--- src/rtl/dice_round_ctrl_pkg.sv ---
// Shared definitions for the dice round sequencer: FSM state encoding,
// LFSR seed/step, score ceiling and BCD split helpers.
package dice_round_ctrl_pkg;

  typedef enum logic [1:0] {
    ST_IDLE  = 2'd0,
    ST_ROLL  = 2'd1,
    ST_SCORE = 2'd2,
    ST_OVER  = 2'd3
  } state_t;

  localparam logic [2:0]  LFSR_SEED  = 3'b100;
  localparam int unsigned MAX_POINTS = 99;

  // Maximal-length 3-bit LFSR: never reaches 0 from a non-zero seed.
  function automatic logic [2:0] lfsr_next(input logic [2:0] v);
    return {v[1:0], v[0] ^ v[2]};
  endfunction

  function automatic logic [3:0] bcd_tens(input logic [6:0] p);
    return 4'(p / 7'd10);
  endfunction

  function automatic logic [3:0] bcd_ones(input logic [6:0] p);
    return 4'(p % 7'd10);
  endfunction

endpackage

--- src/rtl/dice_round_ctrl_btn_event.sv ---
// Tick-gated button sampler with rising-edge detect.
// Ports:
//   clk   - system clock
//   reset - synchronous active-high reset
//   tick  - one-cycle sample strobe
//   raw   - raw button level
//   evt   - one-cycle event on a tick where raw=1 and the previous sample was 0
module dice_round_ctrl_btn_event (
  input  logic clk,
  input  logic reset,
  input  logic tick,
  input  logic raw,
  output logic evt
);

  logic sample_q, sample_d;

  always_comb begin
    sample_d = sample_q;
    if (tick) sample_d = raw;
  end

  always_ff @(posedge clk) begin
    if (reset) sample_q <= 1'b0;
    else       sample_q <= sample_d;
  end

  // A held button leaves sample_q high, so only the first tick fires.
  assign evt = tick & raw & ~sample_q;

endmodule

--- src/rtl/dice_round_ctrl.sv ---
// Dice guessing game round sequencer. Owns the LFSR die, the 1..6 guess,
// the 0..99 score and its BCD split; turns raw buttons into tick-rate events
// and runs each round through IDLE -> ROLL -> SCORE -> IDLE/OVER.
// Ports:
//   rclock, reset                  - clock, synchronous active-high reset
//   btn_roll, btn_guess, btn_clear - raw button levels
//   guess      - current guess 1..6
//   die        - current LFSR value 1..7
//   point      - score 0..99, point_tens/point_ones its BCD digits
//   state      - IDLE=0, ROLL=1, SCORE=2, OVER=3
//   win        - last scored round was a hit
//   game_over  - high iff state is OVER
module dice_round_ctrl
  import dice_round_ctrl_pkg::*;
#(
  parameter int unsigned TICK_DIV     = 16777216,
  parameter int unsigned ROLL_TICKS   = 8,
  parameter int unsigned START_POINTS = 10,
  parameter int unsigned WIN_BONUS    = 6,
  parameter int unsigned LOSE_PENALTY = 1
) (
  input  logic       rclock,
  input  logic       reset,
  input  logic       btn_roll,
  input  logic       btn_guess,
  input  logic       btn_clear,
  output logic [2:0] guess,
  output logic [2:0] die,
  output logic [6:0] point,
  output logic [3:0] point_tens,
  output logic [3:0] point_ones,
  output logic [1:0] state,
  output logic       win,
  output logic       game_over
);

  localparam int unsigned PRE_W  = $clog2(TICK_DIV);
  localparam int unsigned SPIN_W = $clog2(ROLL_TICKS + 1);
  localparam logic [6:0]  START_P = 7'(START_POINTS);

  logic [PRE_W-1:0]  pre_q, pre_d;
  logic              tick;
  logic              roll_evt, guess_evt, clear_evt;
  state_t            state_q, state_d;
  logic [2:0]        guess_q, guess_d;
  logic [2:0]        die_q, die_d;
  logic [6:0]        point_q, point_d;
  logic [3:0]        tens_q, tens_d;
  logic [3:0]        ones_q, ones_d;
  logic              win_q, win_d;
  logic              over_q, over_d;
  logic [SPIN_W-1:0] spin_q, spin_d;
  logic [31:0]       point_up;

  assign tick = (pre_q == PRE_W'(TICK_DIV - 1));

  always_comb begin
    pre_d = tick ? '0 : pre_q + 1'b1;
  end

  dice_round_ctrl_btn_event u_roll (
    .clk(rclock), .reset(reset), .tick(tick), .raw(btn_roll), .evt(roll_evt)
  );
  dice_round_ctrl_btn_event u_guess (
    .clk(rclock), .reset(reset), .tick(tick), .raw(btn_guess), .evt(guess_evt)
  );
  dice_round_ctrl_btn_event u_clear (
    .clk(rclock), .reset(reset), .tick(tick), .raw(btn_clear), .evt(clear_evt)
  );

  always_comb begin
    state_d  = state_q;
    guess_d  = guess_q;
    die_d    = die_q;
    point_d  = point_q;
    win_d    = win_q;
    spin_d   = spin_q;
    point_up = 32'(point_q) + WIN_BONUS;

    if (clear_evt) begin
      // Clear aborts any spin but deliberately leaves the LFSR untouched.
      guess_d = 3'd1;
      point_d = START_P;
      win_d   = 1'b0;
      spin_d  = '0;
      state_d = ST_IDLE;
    end else begin
      case (state_q)
        ST_IDLE: begin
          if (roll_evt) begin
            spin_d  = SPIN_W'(ROLL_TICKS);
            win_d   = 1'b0;
            state_d = ST_ROLL;
          end else if (guess_evt) begin
            guess_d = (guess_q == 3'd6) ? 3'd1 : guess_q + 3'd1;
          end
        end
        ST_ROLL: begin
          if (spin_q == '0) begin
            // 7 is not a die face: keep spinning one tick at a time.
            if (die_q != 3'd7)  state_d = ST_SCORE;
            else if (tick)      die_d   = lfsr_next(die_q);
          end else if (tick) begin
            die_d  = lfsr_next(die_q);
            spin_d = spin_q - 1'b1;
          end
        end
        ST_SCORE: begin
          if (die_q == guess_q) begin
            point_d = (point_up > MAX_POINTS) ? 7'(MAX_POINTS) : 7'(point_up);
            win_d   = 1'b1;
          end else if (32'(point_q) < LOSE_PENALTY) begin
            point_d = '0;
          end else begin
            point_d = 7'(32'(point_q) - LOSE_PENALTY);
          end
          state_d = (point_d == '0) ? ST_OVER : ST_IDLE;
        end
        ST_OVER: begin
        end
        default: state_d = ST_IDLE;
      endcase
    end

    // Digits and game_over derive from next-state values so they update
    // in the same cycle as point/state.
    tens_d = bcd_tens(point_d);
    ones_d = bcd_ones(point_d);
    over_d = (state_d == ST_OVER);
  end

  always_ff @(posedge rclock) begin
    if (reset) begin
      pre_q   <= '0;
      state_q <= ST_IDLE;
      guess_q <= 3'd1;
      die_q   <= LFSR_SEED;
      point_q <= START_P;
      tens_q  <= bcd_tens(START_P);
      ones_q  <= bcd_ones(START_P);
      win_q   <= 1'b0;
      over_q  <= 1'b0;
      spin_q  <= '0;
    end else begin
      pre_q   <= pre_d;
      state_q <= state_d;
      guess_q <= guess_d;
      die_q   <= die_d;
      point_q <= point_d;
      tens_q  <= tens_d;
      ones_q  <= ones_d;
      win_q   <= win_d;
      over_q  <= over_d;
      spin_q  <= spin_d;
    end
  end

  assign guess      = guess_q;
  assign die        = die_q;
  assign point      = point_q;
  assign point_tens = tens_q;
  assign point_ones = ones_q;
  assign state      = state_q;
  assign win        = win_q;
  assign game_over  = over_q;

endmodule
--- config.mk ---
export PLATFORM = sky130hd
export DESIGN_NAME = dice_round_ctrl
export DESIGN_NICKNAME = d
export VERILOG_FILES = /design/src/rtl/dice_round_ctrl_pkg.sv /design/src/rtl/dice_round_ctrl_btn_event.sv /design/src/rtl/dice_round_ctrl.sv
export SDC_FILE = /design/constraint.sdc
export NUM_CORES = 1
export LEC_CHECK = 0
export ABC_AREA = 1
export CORE_ASPECT_RATIO = 1.75
export CORE_MARGIN = 2
export CORE_UTILIZATION = 40
export DETAILED_ROUTE_END_ITERATION = 16
export PLACE_DENSITY_LB_ADDON = 0.3
export RECOVER_POWER = 25
export SYNTH_ARGS = -nofsm -noshare
export SYNTH_HDL_FRONTEND = slang
export SYNTH_SLANG_ARGS = --single-unit
--- constraint.sdc ---
create_clock -name rclock -period 3.4 [get_ports rclock]
set_input_delay 0.51 -clock rclock [delete_from_list [all_inputs] [get_ports rclock]]
set_output_delay 0.51 -clock rclock [all_outputs]
set_load 0.01 [all_outputs]
==> results.cfg <==
[synth]
syn-cell-area_um2 = 3210
ys_seq_area_share_pct = 34.3
synth_top_area_share_pct = 34.3
ys_seq_elements = 55
syn_inst = 460
synth.area.top_cells = dfxtp_1, nand2_1, nor2_1
synth_nets = 472
synth_ff_type = dfxtp_1
synth-edff-count = 0
yosys.area_share.simple_pct = 41.1
synth_adder_area_share_pct = 2.73
synth_xor_area_share_pct = 2.73
ys_types = 44
synth_compound_area_share_pct = 9.82
synth_top_family_by_area = simple AND/OR/NAND/NOR gates
synth_mux_area_share_pct = 0
ys_warn_count = 0
synth_top_cell_by_area = dfxtp_1
syn_avg_cell_area_um2 = 6.98
ys_async_sr_fraction_pct = 0

[cells_and_area]
stdcell_count = 603
final_nets = 525
final_cell_mix = nand2_1, nor2_1, dfxtp_1
syn_to_final_growth_pct = 26.2
mostFrequentLayoutCell = nand2_1
drive_gt1_share_pct = 25.1
diodes = 0

[route]
via_count = 3080
viasPerCell = 5.11
dr.pass1.iters = 4
wl_per_cell_um = 12.6
antenna_left = 0
drcViolationCount = 0
drtIter0Drc = 88
drt-total-wl_mm = 7.59

[clocking]
clk_pin_slew_ps = 70
numCtsBuffers = 5
tritoncts = yes
h-tree-depth = 2
clockRootBuffer = clkbuf_16
clk_path_buf_depth = 2
clk-insertion-delay-late_ps = 300
clkSinkCount = 55

[placed_design]
place_inst = 579
dp_slack_ps = -49.0
hpwl_mm = 5.76
gp_routability_congestion = 0.920
port_buffers = 29

[worst_setup_path]
slowest_delay_ps = 350
cp_max_fo = 5
path_class = flop to flop
critPathArrivalTime_ps = 3440
crit_required_ps = 3590
cp-start-kind = flop
cp_slowest_cell = dfxtp_2
crit_top_cell = nand2_4
end_kind = flop

[power]
leakagePower_nw = 1.80
totalPowerFinal_mw = 1.18
power_density_nw_per_um2 = 291
vdd_ir_drop_max_mv = 0.292

[global_route]
antenna_found_initial = 0
overflow = 0
grtUsageTotal_pct = 17.8
grt_pass1_wl_mm = 12.4
grt_pass1_vias = 2889
grt_max_degree = 27

[sta]
relSlewSlack_pct = 45.4
drv_slew = 0
period_share_pct = 95.4
worst_pin_slew_ps = 817
worst_slack_ps = 156
worst_hold_slack_ps = 448
hold_violations = 0
finalCriticalPeriod_ps = 3240
fmax_ghz = 0.308
setup_viol = 0
skew_ps = 8.08

[floorplanning]
coreArea_um2 = 7860
die-area_um2 = 8790
row_count = 43
die_w_um = 71.7
start_util_pct = 40.9
die-height_um = 123
io_pins = 30

[hold_path]
hold_path.class = flop to flop

[flow_run]
drv_cap = 0

[run_status]
status = finished clean
[area by class of cell]
| class | instances | area (um^2) |
|---|---|---|
| inverter | 66 | 255 |
| multi-input combinational | 330 | 1950 |
| fill | 769 | 3800 |
| clock inverter | 2 | 17.5 |
| timing repair buffer | 55 | 489 |
| tap | 90 | 113 |
| sequential | 55 | 1110 |
| clock buffer | 5 | 125 |
[per-layer routing]
layer	up-vias	GRT usage (%)	wire, um
li1	1583	-	-
met1	1401	17.4	2840
met2	67	33.5	4090
met3	29	2.46	220
met4	0	12.0	431
met5	-	0	0
[flip-flops by register name, summed over array words and instances (netlist names)]
name              flops
die                   3
win                   1
point_ones            3
point_tens            4
game_over             1
pre_q                24
state                 2
u_clear.sample_q      1
u_guess.sample_q      1
spin_q                4
guess                 3
point                 7
u_roll.sample_q       1
[critical path, delay by kind of cell (launching register included)]
kind | cells | cell delay, ps
flops | 1 | 350
compound gates | 1 | 90
buf+inv | 5 | 390
simple gates | 24 | 1850
fa+ha+maj | 3 | 460
[metrics by stage]
stage          instance area [um^2]  TNS (ps)  utilization, %
6_report                       4050         0            51.6
3_5_place_dp                   3630     -96.0            46.2
3_3_place_gp                   3630         0            46.2
5_1_grt                        4050      -268            51.6
4_1_cts                        3820         0            48.7
2_1_floorplan                  3210         0               -
[Yosys cell counts (7+ instances only)]
| cell type | number |
|---|---|
| o21ai_1 | 7 |
| nand4_1 | 10 |
| a21oi_1 | 21 |
| ha_1 | 7 |
| o21ai_0 | 11 |
| nor2_1 | 54 |
| nand2_4 | 9 |
| nand3_1 | 32 |
| nor3_1 | 14 |
| or2_2 | 7 |
| inv_2 | 13 |
| nand2_1 | 95 |
| inv_1 | 50 |
| dfxtp_1 | 55 |
| nand2_2 | 14 |
[report_power, final]
group          switching (mW)  leakage [nW]  internal, mW
logic                  0.0169          1.28       0.00847
registers             0.00189         0.444         0.647
clock network           0.232        0.0703         0.273
total                   0.250          1.80         0.928
[what timing repair did]
item	in CTS	in global routing
resized for setup	8	35
setup endpoints to repair	2	4
hold buffers	0	0
buffers inserted	2	15
pin swaps	3	17
gates cloned	0	0
[worst paths after layout]
path | slack (ps) | startpoint | depth (start not counted) | to
setup reg to reg | 160 | point[1] | 33 | point_ones[1]
setup / recovery | 160 | point[1] | 33 | point_ones[1]
hold reg to reg | 450 | pre_q[0] | 1 | pre_q[0]
hold / removal | 450 | pre_q[0] | 1 | pre_q[0]
[cell families (layout without fill, tap and decap cells)]
family / count (synthesis) / count (layout)
AND/OR/NAND/NOR: 259 / 259
buffers and inverters: 75 / 128
flip-flops: 55 / 55
AO/OA/AOI/OAI: 54 / 54
XOR/XNOR: 10 / 10
adder cells (fa/ha/maj): 7 / 7
Note: power is estimated with default switching activity, not from simulation.
